[src/rtl/se61_pkg.sv]
// Shared constants and helpers for the three-input truth-table function unit.
// Table bit {a,b,c} holds f for that minterm.
package se61_pkg;

    localparam logic [7:0] TT_MAJORITY = 8'hE8;
    localparam logic [7:0] TT_AND3     = 8'h80;
    localparam logic [7:0] TT_OR3      = 8'hFE;
    localparam logic [7:0] TT_XOR3     = 8'h96;

    // a is the MSB, so idx = 4a + 2b + c.
    function automatic logic [2:0] minterm_idx(input logic a, input logic b, input logic c);
        return {a, b, c};
    endfunction

endpackage

[src/rtl/se61_lut8.sv]
// 8:1 selection of one truth-table bit by minterm index.
module se61_lut8 (
    input  logic [7:0] tt,
    input  logic [2:0] idx,
    output logic       f
);

    assign f = tt[idx];

endmodule

[src/rtl/se61_unit.sv]
// Three-input Boolean function unit with a reprogrammable 8-entry truth table,
// a zero-latency result and a one-cycle registered result with a valid flag.
module se61_unit
    import se61_pkg::*;
#(
    parameter logic [7:0] TT_INIT = TT_MAJORITY
) (
    input  logic       clk,
    input  logic       rst_n,
    input  logic       a,
    input  logic       b,
    input  logic       c,
    input  logic       in_valid,
    input  logic       tt_load,
    input  logic [7:0] tt_data,
    output logic       f,
    output logic       f_q,
    output logic       f_valid,
    output logic [7:0] tt_q
);

    logic [2:0] idx;
    logic       f_comb;
    logic [7:0] tt_d;
    logic       f_d;
    logic       f_valid_d;
    logic       f_valid_q;

    assign idx = minterm_idx(a, b, c);

    se61_lut8 u_lut (
        .tt  (tt_q),
        .idx (idx),
        .f   (f_comb)
    );

    // Valid semantics: in_valid is sampled on each rising edge; f_valid is high
    // for exactly the cycles after an edge that captured a qualified a/b/c.
    // There is no back-pressure. f_q is computed from the pre-edge table, so a
    // table load in the same cycle only affects results from the next cycle on.
    always_comb begin
        tt_d      = tt_q;
        f_d       = f_q;
        f_valid_d = 1'b0;
        if (tt_load) begin
            tt_d = tt_data;
        end
        if (in_valid) begin
            f_d       = f_comb;
            f_valid_d = 1'b1;
        end
    end

    always_ff @(posedge clk or negedge rst_n) begin
        if (!rst_n) begin
            tt_q      <= TT_INIT;
            f_q       <= 1'b0;
            f_valid_q <= 1'b0;
        end else begin
            tt_q      <= tt_d;
            f_q       <= f_d;
            f_valid_q <= f_valid_d;
        end
    end

    assign f       = f_comb;
    assign f_valid = f_valid_q;

endmodule

[config.mk]
export PLATFORM = sky130hd
export DESIGN_NAME = se61_unit
export DESIGN_NICKNAME = d
export VERILOG_FILES = /design/src/rtl/se61_pkg.sv /design/src/rtl/se61_lut8.sv /design/src/rtl/se61_unit.sv
export SDC_FILE = /design/constraint.sdc
export NUM_CORES = 1
export LEC_CHECK = 0
export CAP_MARGIN = 20
export CORE_AREA = 3 3 40 42
export CTS_CLUSTER_DIAMETER = 80
export CTS_CLUSTER_SIZE = 40
export DETAILED_ROUTE_END_ITERATION = 8
export DIE_AREA = 0 0 43 45
export PLACE_DENSITY = 0.72
export SYNTH_ARGS = -nofsm -noshare
export SYNTH_HDL_FRONTEND = slang
export SYNTH_SLANG_ARGS = --single-unit
export TNS_END_PERCENT = 5
[constraint.sdc]
create_clock -name clk -period 3.1 [get_ports clk]
set_input_delay 0.465 -clock clk [delete_from_list [all_inputs] [get_ports clk]]
set_output_delay 0.465 -clock clk [all_outputs]
set_load 0.01 [all_outputs]
### Yosys cells after proc, flatten, opt, wreduce, memory -nomap -nowiden

Cells that the tools add are included.

* shift operators: 0
* bitwise gates (word level): 0
* multipliers: 0
* $lt $le $gt $ge: 1
* divide/modulo/power cells: 0
* equal/unequal tests: 0
* multiplexer cells: 3
* reductions and logical operators: 0
* add/subtract/negate cells: 0

Operators with widths (number)
* less-than comparator 3 x 4 -> 1 bit (second input constant): 1
* binary-select mux 1 bit (select 3 bit): 1
* two-way mux 1 bit: 2

* output and inout port bits: 11
* bits in read-only memories: 0
* bits in latches: 0
* memories: 0
* RAM bits: 0
* register bits after elaboration: 10

### Logic depth before layout (Yosys ltp)

Gate-level depths: netlist (run 1).

* word-level depth: 2
* gate-level depth with buffers: 4

### By module

Synthesis (run 1) repeated with hierarchy kept, for this count alone.

* cell total of the unflattened synthesis: 23
* area, all modules: 461.7 sq um

By module, submodules not included
* se61_unit: times used 1, cells each 20, area each 397.9 sq um
* se61_lut8: times used 1, cells each 3, area each 63.8 sq um

### Least setup slack after synthesis (run 1)

OpenSTA, ideal clock, no wires.

* path kind: input to output
* start: input c
* end: output f
* setup slack: 1.389 ns
* cell stages on the path: 4
* data required time: 2.635 ns
* path buffers: 1
* arrival time: 1.246 ns
* cells stage by stage: buf_6 -> mux2i_1 -> mux4_2 -> inv_1

* word-level cells in the longest chain between the ends: 2

Ends and longest elaborated chain
* start: declaration: RTL line se61_unit.sv:12 `input logic c,`
* binary-select mux 1 bit (select 3 bit): RTL line se61_lut8.sv:8 `assign f = tt[idx];`
* two-way mux 1 bit (implied by the code): RTL line se61_lut8.sv:8
* end: declaration: RTL line se61_unit.sv:16 `output logic f,`

No other way between the ends. The select of a mux whose other input is x is not followed.

### Worst setup path after layout (run 1)

Same ends and word-level chain as after synthesis.

==> results of run 1 <==
## metal layers
layer | wire length (microns) | vias up
met5 | 0 | -
met4 | 9 | 0
met3 | 125 | 2
met2 | 344 | 21
met1 | 405 | 149
li1 | - | 152
## worst reg2reg max path: stages, from the launching register on
cell                      delay (ns)
sky130_fd_sc_hd__dfstp_2        0.55
sky130_fd_sc_hd__mux2i_1        0.06
sky130_fd_sc_hd__mux4_2         0.49
sky130_fd_sc_hd__mux2i_1        0.14
## cells by family after synthesis
kind of cell,after synthesis
flops,10
buf+inv,4
mux,14
## synth_stat cells
| master | count | area share [%] |
|---|---|---|
| sky130_fd_sc_hd__dfrtp_1 | 6 | 34 |
| sky130_fd_sc_hd__mux2_1 | 3 | 7.7 |
| sky130_fd_sc_hd__dfstp_2 | 4 | 24 |
| sky130_fd_sc_hd__buf_6 | 1 | 2.6 |
| sky130_fd_sc_hd__mux2_2 | 5 | 13 |
| sky130_fd_sc_hd__inv_1 | 2 | 1.7 |
| sky130_fd_sc_hd__mux2i_1 | 5 | 11 |
| sky130_fd_sc_hd__clkbuf_1 | 1 | 0.85 |
| sky130_fd_sc_hd__mux4_2 | 1 | 5.1 |
## state kept, by name, summed over array words and instances, names as in the netlist
name / count
f_q: 1
f_valid: 1
tt_q: 8
## stage by stage
stage,hold WS (ns),instances,worst slack (ns)
2_1_floorplan,0.169,28,1.39
3_3_place_gp,0.507,66,0.420
3_5_place_dp,0.511,66,0.382
4_1_cts,0.520,70,0.372
5_1_grt,0.543,70,0.316
6_report,0.518,70,0.391
## power by group
part | total [uW] | switching (uW) | internal (uW)
combinational | 88.0 | 28.8 | 59.2
sequential | 159 | 9.97 | 149
clock | 114 | 42.9 | 71.2
total | 361 | 81.7 | 279
## layout make-up
class / count / area [sq um] / area share, %
Sequential cell: 10 / 255 / 34.9
Timing Repair Buffer: 25 / 250 / 34.2
Multi-Input combinational cell: 14 / 163 / 22.3
Clock buffer: 4 / 36.3 / 4.97
Tap cell: 15 / 18.8 / 2.57
Inverter: 2 / 7.51 / 1.03
## worst max-delay path by stage
stage,from,endpoint,slack (ns),cells past startpoint
after global placement,c,f,0.42,5
final,c,f,0.39,5
after floorplan,c,f,1.39,4
after global routing,c,f,0.32,5
after detailed placement,c,f,0.38,5
after CTS,c,f,0.37,5
==> impl_metrics.json, run 1 <==
{
  "run_status": "completed",
  "cts.path.max_buffers": 2,
  "dieWidth_microns": 43,
  "first_global_vias": 358,
  "most-common-layout-cells": "25 x sky130_fd_sc_hd__clkdlybuf4s50_1, 6 x sky130_fd_sc_hd__dfrtp_1, 5 x sky130_fd_sc_hd__mux2i_1, 5 x sky130_fd_sc_hd__mux2_2, 4 x sky130_fd_sc_hd__dfstp_2",
  "fin_area_sq_um": 731,
  "finalWirelength_microns": 884,
  "postCtsSetupRepairBufs": 0,
  "cellLeakagePower_uw": 0.000309,
  "netlist_instances": 28,
  "synth_top_family_by_area": "multiplexers",
  "top_usage_layer": "met2",
  "worst_hold_path_type": "in -> async",
  "totalPowerFinal_uw": 361,
  "clockRootBuffer": "sky130_fd_sc_hd__clkbuf_4",
  "worst-path-max-fanout": 4,
  "fillers": 111,
  "cp_top_family": "buffers and inverters",
  "grt_max_degree": 11,
  "min_period_over_period_pct": 87.4,
  "detailed_place.area_sq_um": 694,
  "cts_tree": "done",
  "worst_pin_slew_ns": 0.449,
  "number_of_max_slew_violations_in_the_final_report": 0,
  "power.ir.vdd_worst_v": 0.000277,
  "worst_setup_path_end_kind": "primary output",
  "cp.arrival_ns": 2.24,
  "postSynthNetCount": 43,
  "cellPowerDensity_mw_per_mm2": 494,
  "grtUsageMet1_pct": 12.5,
  "numPortBuffers": 25,
  "routed-via-count": 324,
  "synth_cell_type_count": 9,
  "hold_violations": 0,
  "rsz_0062_raised_after_global_routing": "no",
  "postSynthRegisterBits": 10,
  "y_dimension_of_the_die_microns": 45,
  "post_synth_instance_area_sq_um": 440,
  "gp_congestion": 0.714,
  "multiplexer_fraction_of_the_synthesized_cell_area_pct": 36.9,
  "grt_use_met2_pct": 15.3,
  "worstPathCellList": "clkdlybuf4s50_1, mux2i_1, mux4_2, inv_1, clkdlybuf4s50_1",
  "layout-drive-gt1-share_pct": 25.5,
  "num_antenna_cells": 0,
  "timing.reg2reg.setup_slack_ns": 1.79,
  "num-nets-final": 71,
  "synth.yosys.seq_area_share_pct": 58.0,
  "drt-vias-per-instance": 4.63,
  "yosys.area_share.simple_pct": 0,
  "synth-adder-area-share_pct": 0,
  "synth_compound_area_share_pct": 0,
  "syn_area_per_cell_sq_um": 15.7,
  "areaGrowthSynthToFinish_pct": 65.9,
  "fp.dieArea_sq_mm": 0.00194,
  "crit-reg2reg-launch": "tt_q[6]$_DFFE_PN1P_",
  "worstSkewPairLatency_ns": 0.26,
  "clkTransAtPathRegs_ns": 0.06,
  "path_class": "in -> out",
  "finish.utilization_pct": 56.9,
  "firstDrtPassIters": 3,
  "yosys.area_share.xor_xnor_pct": 0,
  "io_pins": 26,
  "crit_buf_inv": 3,
  "crit_slowest_cell": "sky130_fd_sc_hd__clkdlybuf4s50_1",
  "cts_repair_resizes": 0,
  "fmaxAchievable_ghz": 0.369,
  "cts.sink_count": 10,
  "setup_viol": 0,
  "wl_per_cell_microns": 12.6,
  "cells_on_worst_reg2reg_path": 3,
  "most_frequent_standard_cell_in_the_layout_excluding_fill_and_tap_cells": "sky130_fd_sc_hd__clkdlybuf4s50_1",
  "globalRouteMet3Util_pct": 3.59,
  "cp_slowest_stage_delay_ns": 0.59,
  "yosys_warnings": 0,
  "fin_tns_setup_ns": 0,
  "clock_skew_ns": 0.00124,
  "finalCriticalPeriod_ns": 2.71,
  "grt.overflow.total": 0,
  "max-cap-violations": 0,
  "maxSlewHeadroom_pct": 70.0,
  "antenna_left": 0,
  "rows": 13,
  "initial_core_util_pct": 34.3,
  "core_sq_mm": 0.00128,
  "setup.worst_path.start_class": "input pin",
  "critical_path.reg2reg.endpoint": "f_q$_DFFE_PN0P_",
  "crit_required_ns": 2.63,
  "first_pass_grt_wire_length_mm": 1.44,
  "htree_num_levels": 1,
  "cts.hold.buffers_added": 0,
  "grt_antenna_before_repair": 0,
  "numCtsBuffers": 3,
  "cpMostUsedCell": "sky130_fd_sc_hd__clkdlybuf4s50_1",
  "detailedRoute.firstIterationViolations": 1,
  "globalRouteTotalUtil_pct": 10.5,
  "post-route-drc-count": 0
}
No activity file was read; power rests on OpenSTA's default activity.
==> inputs of run 2 (changes only) <==
--- a/config.mk
+++ b/config.mk
@@ -7,6 +7,7 @@
 export LEC_CHECK = 0
 export CAP_MARGIN = 20
 export CORE_AREA = 3 3 40 42
+export CTS_BUF_LIST = sky130_fd_sc_hd__clkbuf_8 sky130_fd_sc_hd__clkbuf_16
 export CTS_CLUSTER_DIAMETER = 80
 export CTS_CLUSTER_SIZE = 40
 export DETAILED_ROUTE_END_ITERATION = 8
==> impl_metrics.json, run 2 (synthesis results as in run 1) <==
{
  "dieWidth_microns": 43,
  "detailedPlace.worstSlack_ns": 0.382,
  "power.ir.vdd_worst_v": 0.000290,
  "critical_path.startpoint": "c",
  "setup.worst_path.start_class": "input pin",
  "crit_required_ns": 2.63,
  "path_class": "in -> out",
  "rsz_0062_raised_after_global_routing": "no",
  "worst_hold_path.num_cells": 2,
  "cells_on_worst_reg2reg_path": 3,
  "clockRootBuffer": "sky130_fd_sc_hd__clkbuf_8",
  "routed-wl-met2_microns": 343,
  "gp_congestion": 0.714,
  "most_frequent_standard_cell_in_the_layout_excluding_fill_and_tap_cells": "sky130_fd_sc_hd__clkdlybuf4s50_1",
  "most-common-layout-cells": "25 x sky130_fd_sc_hd__clkdlybuf4s50_1, 6 x sky130_fd_sc_hd__dfrtp_1, 5 x sky130_fd_sc_hd__mux2i_1, 5 x sky130_fd_sc_hd__mux2_2",
  "crit-reg2reg-launch": "tt_q[7]$_DFFE_PN1P_",
  "wl_per_cell_microns": 12.7,
  "post_layout_nonfiller_instances": 70,
  "firstDrtPassIters": 1,
  "htree_num_levels": 1,
  "cellLeakagePower_uw": 0.000317,
  "fin_tns_setup_ns": 0,
  "largest_register": "tt_q",
  "route.met3.wl_microns": 124,
  "run_status": "completed",
  "areaGrowthSynthToFinish_pct": 70.2,
  "fmaxAchievable_ghz": 0.369,
  "rows": 13,
  "final_critical_path_setup_slack_ns": 0.392,
  "first_global_vias": 361,
  "detailedRoute.firstIterationViolations": 0,
  "hold_start": "f_q$_DFFE_PN0P_",
  "max-cap-violations": 0,
  "postCtsSetupRepairBufs": 0,
  "grt.overflow.total": 0,
  "min_period_over_period_pct": 87.4,
  "antenna_left": 0,
  "y_dimension_of_the_die_microns": 45,
  "totalPowerFinal_uw": 406,
  "timing.reg2reg.setup_slack_ns": 1.80,
  "worst_pin_slew_ns": 0.431,
  "first_pass_grt_wire_length_mm": 1.44,
  "num-nets-final": 71,
  "cts.hold.buffers_added": 0,
  "worst_setup_path_end_kind": "primary output",
  "cts_repair_resizes": 0,
  "setup_viol": 0,
  "routed-via-count": 328,
  "drt-vias-per-instance": 4.69,
  "core_sq_mm": 0.00128,
  "io_pins": 26,
  "cellPowerDensity_mw_per_mm2": 541,
  "grt_antenna_before_repair": 0,
  "finalCriticalPeriod_ns": 2.71,
  "numCtsBuffers": 3,
  "cp.arrival_ns": 2.24,
  "worstSkewPairLatency_ns": 0.23,
  "max_ffs_per_register": 8,
  "initial_core_util_pct": 34.3,
  "num_antenna_cells": 0,
  "globalRouteTotalUtil_pct": 11.0,
  "cts_tree": "done",
  "hold_violations": 0,
  "top_sig_layer": "met4",
  "dp.cells": 66,
  "number_of_max_slew_violations_in_the_final_report": 0,
  "fp.dieArea_sq_mm": 0.00194,
  "grt_max_degree": 11,
  "maxSlewHeadroom_pct": 71.1,
  "fillers": 110,
  "post-route-drc-count": 0,
  "cts.path.max_buffers": 2,
  "m1WireLength_microns": 391,
  "cts.sink_count": 10,
  "worst_hold_path_type": "reg -> reg",
  "clock_skew_ns": 0.00134,
  "layout-drive-gt1-share_pct": 25.5,
  "numPortBuffers": 25,
  "worst-path-max-fanout": 4,
  "clkTransAtPathRegs_ns": 0.05,
  "finalWirelength_microns": 890
}
==> run 2: cell types whose count changed in the layout (fill, tap and decap cells not counted) <==
cell,previous run,this run
sky130_fd_sc_hd__clkbuf_8,1,4
sky130_fd_sc_hd__clkbuf_4,3,0
==> run 2: worst max-delay path, stage by stage <==
cell                              delay (ns)
sky130_fd_sc_hd__clkdlybuf4s50_1        0.59
sky130_fd_sc_hd__mux2i_1                0.10
sky130_fd_sc_hd__mux4_2                 0.48
sky130_fd_sc_hd__inv_1                  0.07
sky130_fd_sc_hd__clkdlybuf4s50_1        0.53
==> run 2: final timing paths <==
kind	to
min reg2reg	f_q$_DFFE_PN0P_
max in group asynchronous	tt_q[3]$_DFFE_PN1P_
min in group asynchronous	tt_q[4]$_DFFE_PN0P_
max	f
min	f_q$_DFFE_PN0P_
max reg2reg	f_q$_DFFE_PN0P_
==> run 2: per-stage QoR <==
step	utilization [%]	hold WS, ns	cell area (sq um)
after floorplan	-	0.169	440
after global placement	54.0	0.507	694
after detailed placement	54.0	0.511	694
after CTS	58.3	0.521	749
after global routing	58.3	0.537	749
final	58.3	0.519	749
==> run 2: per-layer routing <==
metal  vias up  track usage, %
met2        23            15.3
met5         -               0
met1       150            12.5
li1        151               -
met4         0            12.7
met3         4            3.59
==> run 2: area by class of cell <==
class | instances | area, sq um | share of cell area (%)
clock buffer | 4 | 55.1 | 7.35
inverter | 2 | 7.51 | 1.00
multi-input combinational | 14 | 163 | 21.7
sequential | 10 | 255 | 34.1
tap | 15 | 18.8 | 2.50
timing repair buffer | 25 | 250 | 33.4
==> run 2: power by group <==
group          internal, uW  total [uW]  switching, uW
clock                   111         159           47.4
sequential              149         159           9.81
combinational          59.2        88.0           28.8
==> inputs of run 3 (changes only) <==
--- a/config.mk
+++ b/config.mk
@@ -12,7 +12,7 @@
 export CTS_CLUSTER_SIZE = 40
 export DETAILED_ROUTE_END_ITERATION = 8
 export DIE_AREA = 0 0 43 45
-export PLACE_DENSITY = 0.72
+export PLACE_DENSITY = 0.82
 export SYNTH_ARGS = -nofsm -noshare
 export SYNTH_HDL_FRONTEND = slang
 export SYNTH_SLANG_ARGS = --single-unit
==> impl_metrics.json, run 3 (synthesis results as in run 1) <==
{
  "layout-drive-gt1-share_pct": 24.1,
  "numCtsBuffers": 3,
  "cts.hold.buffers_added": 0,
  "most_frequent_standard_cell_in_the_layout_excluding_fill_and_tap_cells": "sky130_fd_sc_hd__clkdlybuf4s50_1",
  "num_antenna_cells": 0,
  "hold_violations": 0,
  "cp_top_family": "buffers and inverters",
  "gp_congestion": 0.671,
  "postCtsSetupRepairBufs": 0,
  "max-cap-violations": 0,
  "post-route-drc-count": 0,
  "totalPowerFinal_uw": 375,
  "setup_viol": 0,
  "fp.dieArea_sq_mm": 0.00194,
  "grt.overflow.total": 0,
  "crit_slowest_cell": "sky130_fd_sc_hd__clkdlybuf4s50_1",
  "worst-path-max-fanout": 4,
  "fmaxAchievable_ghz": 0.370,
  "clock_skew_ns": 0.000352,
  "worst_setup_path_end_kind": "primary output",
  "maxSlewHeadroom_pct": 71.2,
  "detailedRoute.firstIterationViolations": 2,
  "routed-via-count": 320,
  "cp.arrival_ns": 2.24,
  "worst_hold_path_type": "reg -> reg",
  "htree_num_levels": 1,
  "dieWidth_microns": 43,
  "setup.worst_path.start_class": "input pin",
  "initial_core_util_pct": 34.3,
  "cts.sink_count": 10,
  "first_pass_grt_wire_length_mm": 1.52,
  "number_of_max_slew_violations_in_the_final_report": 0,
  "antenna_left": 0,
  "cts.path.max_buffers": 2,
  "worstSkewPairLatency_ns": 0.23,
  "cts_tree": "done",
  "drt-vias-per-instance": 4.64,
  "first_global_vias": 358,
  "dpl.hpwl_microns": 726,
  "worstPathCellList": "clkdlybuf4s50_1, mux2i_1, mux4_2, inv_1, clkdlybuf4s50_1",
  "rows": 13,
  "most-common-layout-cells": "25 x sky130_fd_sc_hd__clkdlybuf4s50_1, 6 x sky130_fd_sc_hd__dfrtp_1, 5 x sky130_fd_sc_hd__mux2i_1, 5 x sky130_fd_sc_hd__mux2_2, 4 x sky130_fd_sc_hd__dfstp_2",
  "path_class": "in -> out",
  "core_sq_mm": 0.00128,
  "run_status": "completed",
  "rsz_0062_raised_after_global_routing": "no",
  "cpMostUsedCell": "sky130_fd_sc_hd__clkdlybuf4s50_1",
  "clockRootBuffer": "sky130_fd_sc_hd__clkbuf_8",
  "max_ffs_per_register": 8,
  "areaGrowthSynthToFinish_pct": 67.0,
  "num-nets-final": 71,
  "fin_tns_setup_ns": 0,
  "clkTransAtPathRegs_ns": 0.04,
  "io_pins": 26,
  "min_period_over_period_pct": 87.1,
  "globalRouteTotalUtil_pct": 11.4,
  "finalCriticalPeriod_ns": 2.70,
  "grt_antenna_before_repair": 0,
  "worst_pin_slew_ns": 0.431,
  "crit_required_ns": 2.63,
  "cp_slowest_stage_delay_ns": 0.59,
  "grt_max_degree": 11,
  "crit_buf_inv": 3,
  "finish.utilization_pct": 57.3,
  "numPortBuffers": 25,
  "cellPowerDensity_mw_per_mm2": 509,
  "cts_repair_resizes": 0,
  "finalWirelength_microns": 942,
  "firstDrtPassIters": 2,
  "cellLeakagePower_uw": 0.000310,
  "wl_per_cell_microns": 13.7,
  "power.ir.vdd_worst_v": 0.000292,
  "y_dimension_of_the_die_microns": 45,
  "largest_register": "tt_q"
}
==> run 3: report_power, final <==
part           switching [uW]  leakage (uW)  internal [uW]
registers                9.50      0.000112            149
clock network            43.0     0.0000216           84.3
logic                    29.4      0.000176           59.2
total                    81.9      0.000310            293
==> run 3: path summary, 6_finish.rpt <==
| check | start | end | slack, ns | cells after the start |
|---|---|---|---|---|
| setup / recovery | c | f | 0.40 | 5 |
| hold / removal | tt_q[0]$_DFFE_PN0P_ | tt_q[0]$_DFFE_PN0P_ | 0.52 | 1 |
| setup reg to reg | tt_q[5]$_DFFE_PN1P_ | f_q$_DFFE_PN0P_ | 1.80 | 3 |
| hold reg to reg | tt_q[0]$_DFFE_PN0P_ | tt_q[0]$_DFFE_PN0P_ | 0.52 | 1 |
| max in group asynchronous | rst_n | tt_q[6]$_DFFE_PN1P_ | 2.22 | 1 |
| min in group asynchronous | rst_n | tt_q[2]$_DFFE_PN0P_ | 0.55 | 1 |
==> run 3: through the flow <==
step	setup slack [ns]	area [sq um]	hold slack, ns	std cells
2_1_floorplan	1.39	440	0.169	28
4_1_cts	0.383	736	0.526	69
6_report	0.399	736	0.518	69
3_3_place_gp	0.399	694	0.510	66
5_1_grt	0.331	736	0.552	69
3_5_place_dp	0.389	694	0.512	66
==> run 3: worst reg2reg max path, delay by kind of cell, from the launching register on <==
| family | cells | cell delay (ns) |
|---|---|---|
| mux | 3 | 0.68 |
| flops | 1 | 0.54 |
==> run 3: layout make-up <==
type	count	area [sq um]
Fill cell	115	549
Sequential cell	10	255
Timing Repair Buffer	25	250
Multi-Input combinational cell	14	163
Clock buffer	3	41.3
Tap cell	15	18.8
Inverter	2	7.51
==> run 3: per-layer routing <==
metal	track usage (%)	vias up	wire length, microns
met1	11.6	147	354
met4	7.23	0	0
met2	18.3	21	467
met5	0	-	0
met3	6.37	0	120
li1	-	152	-
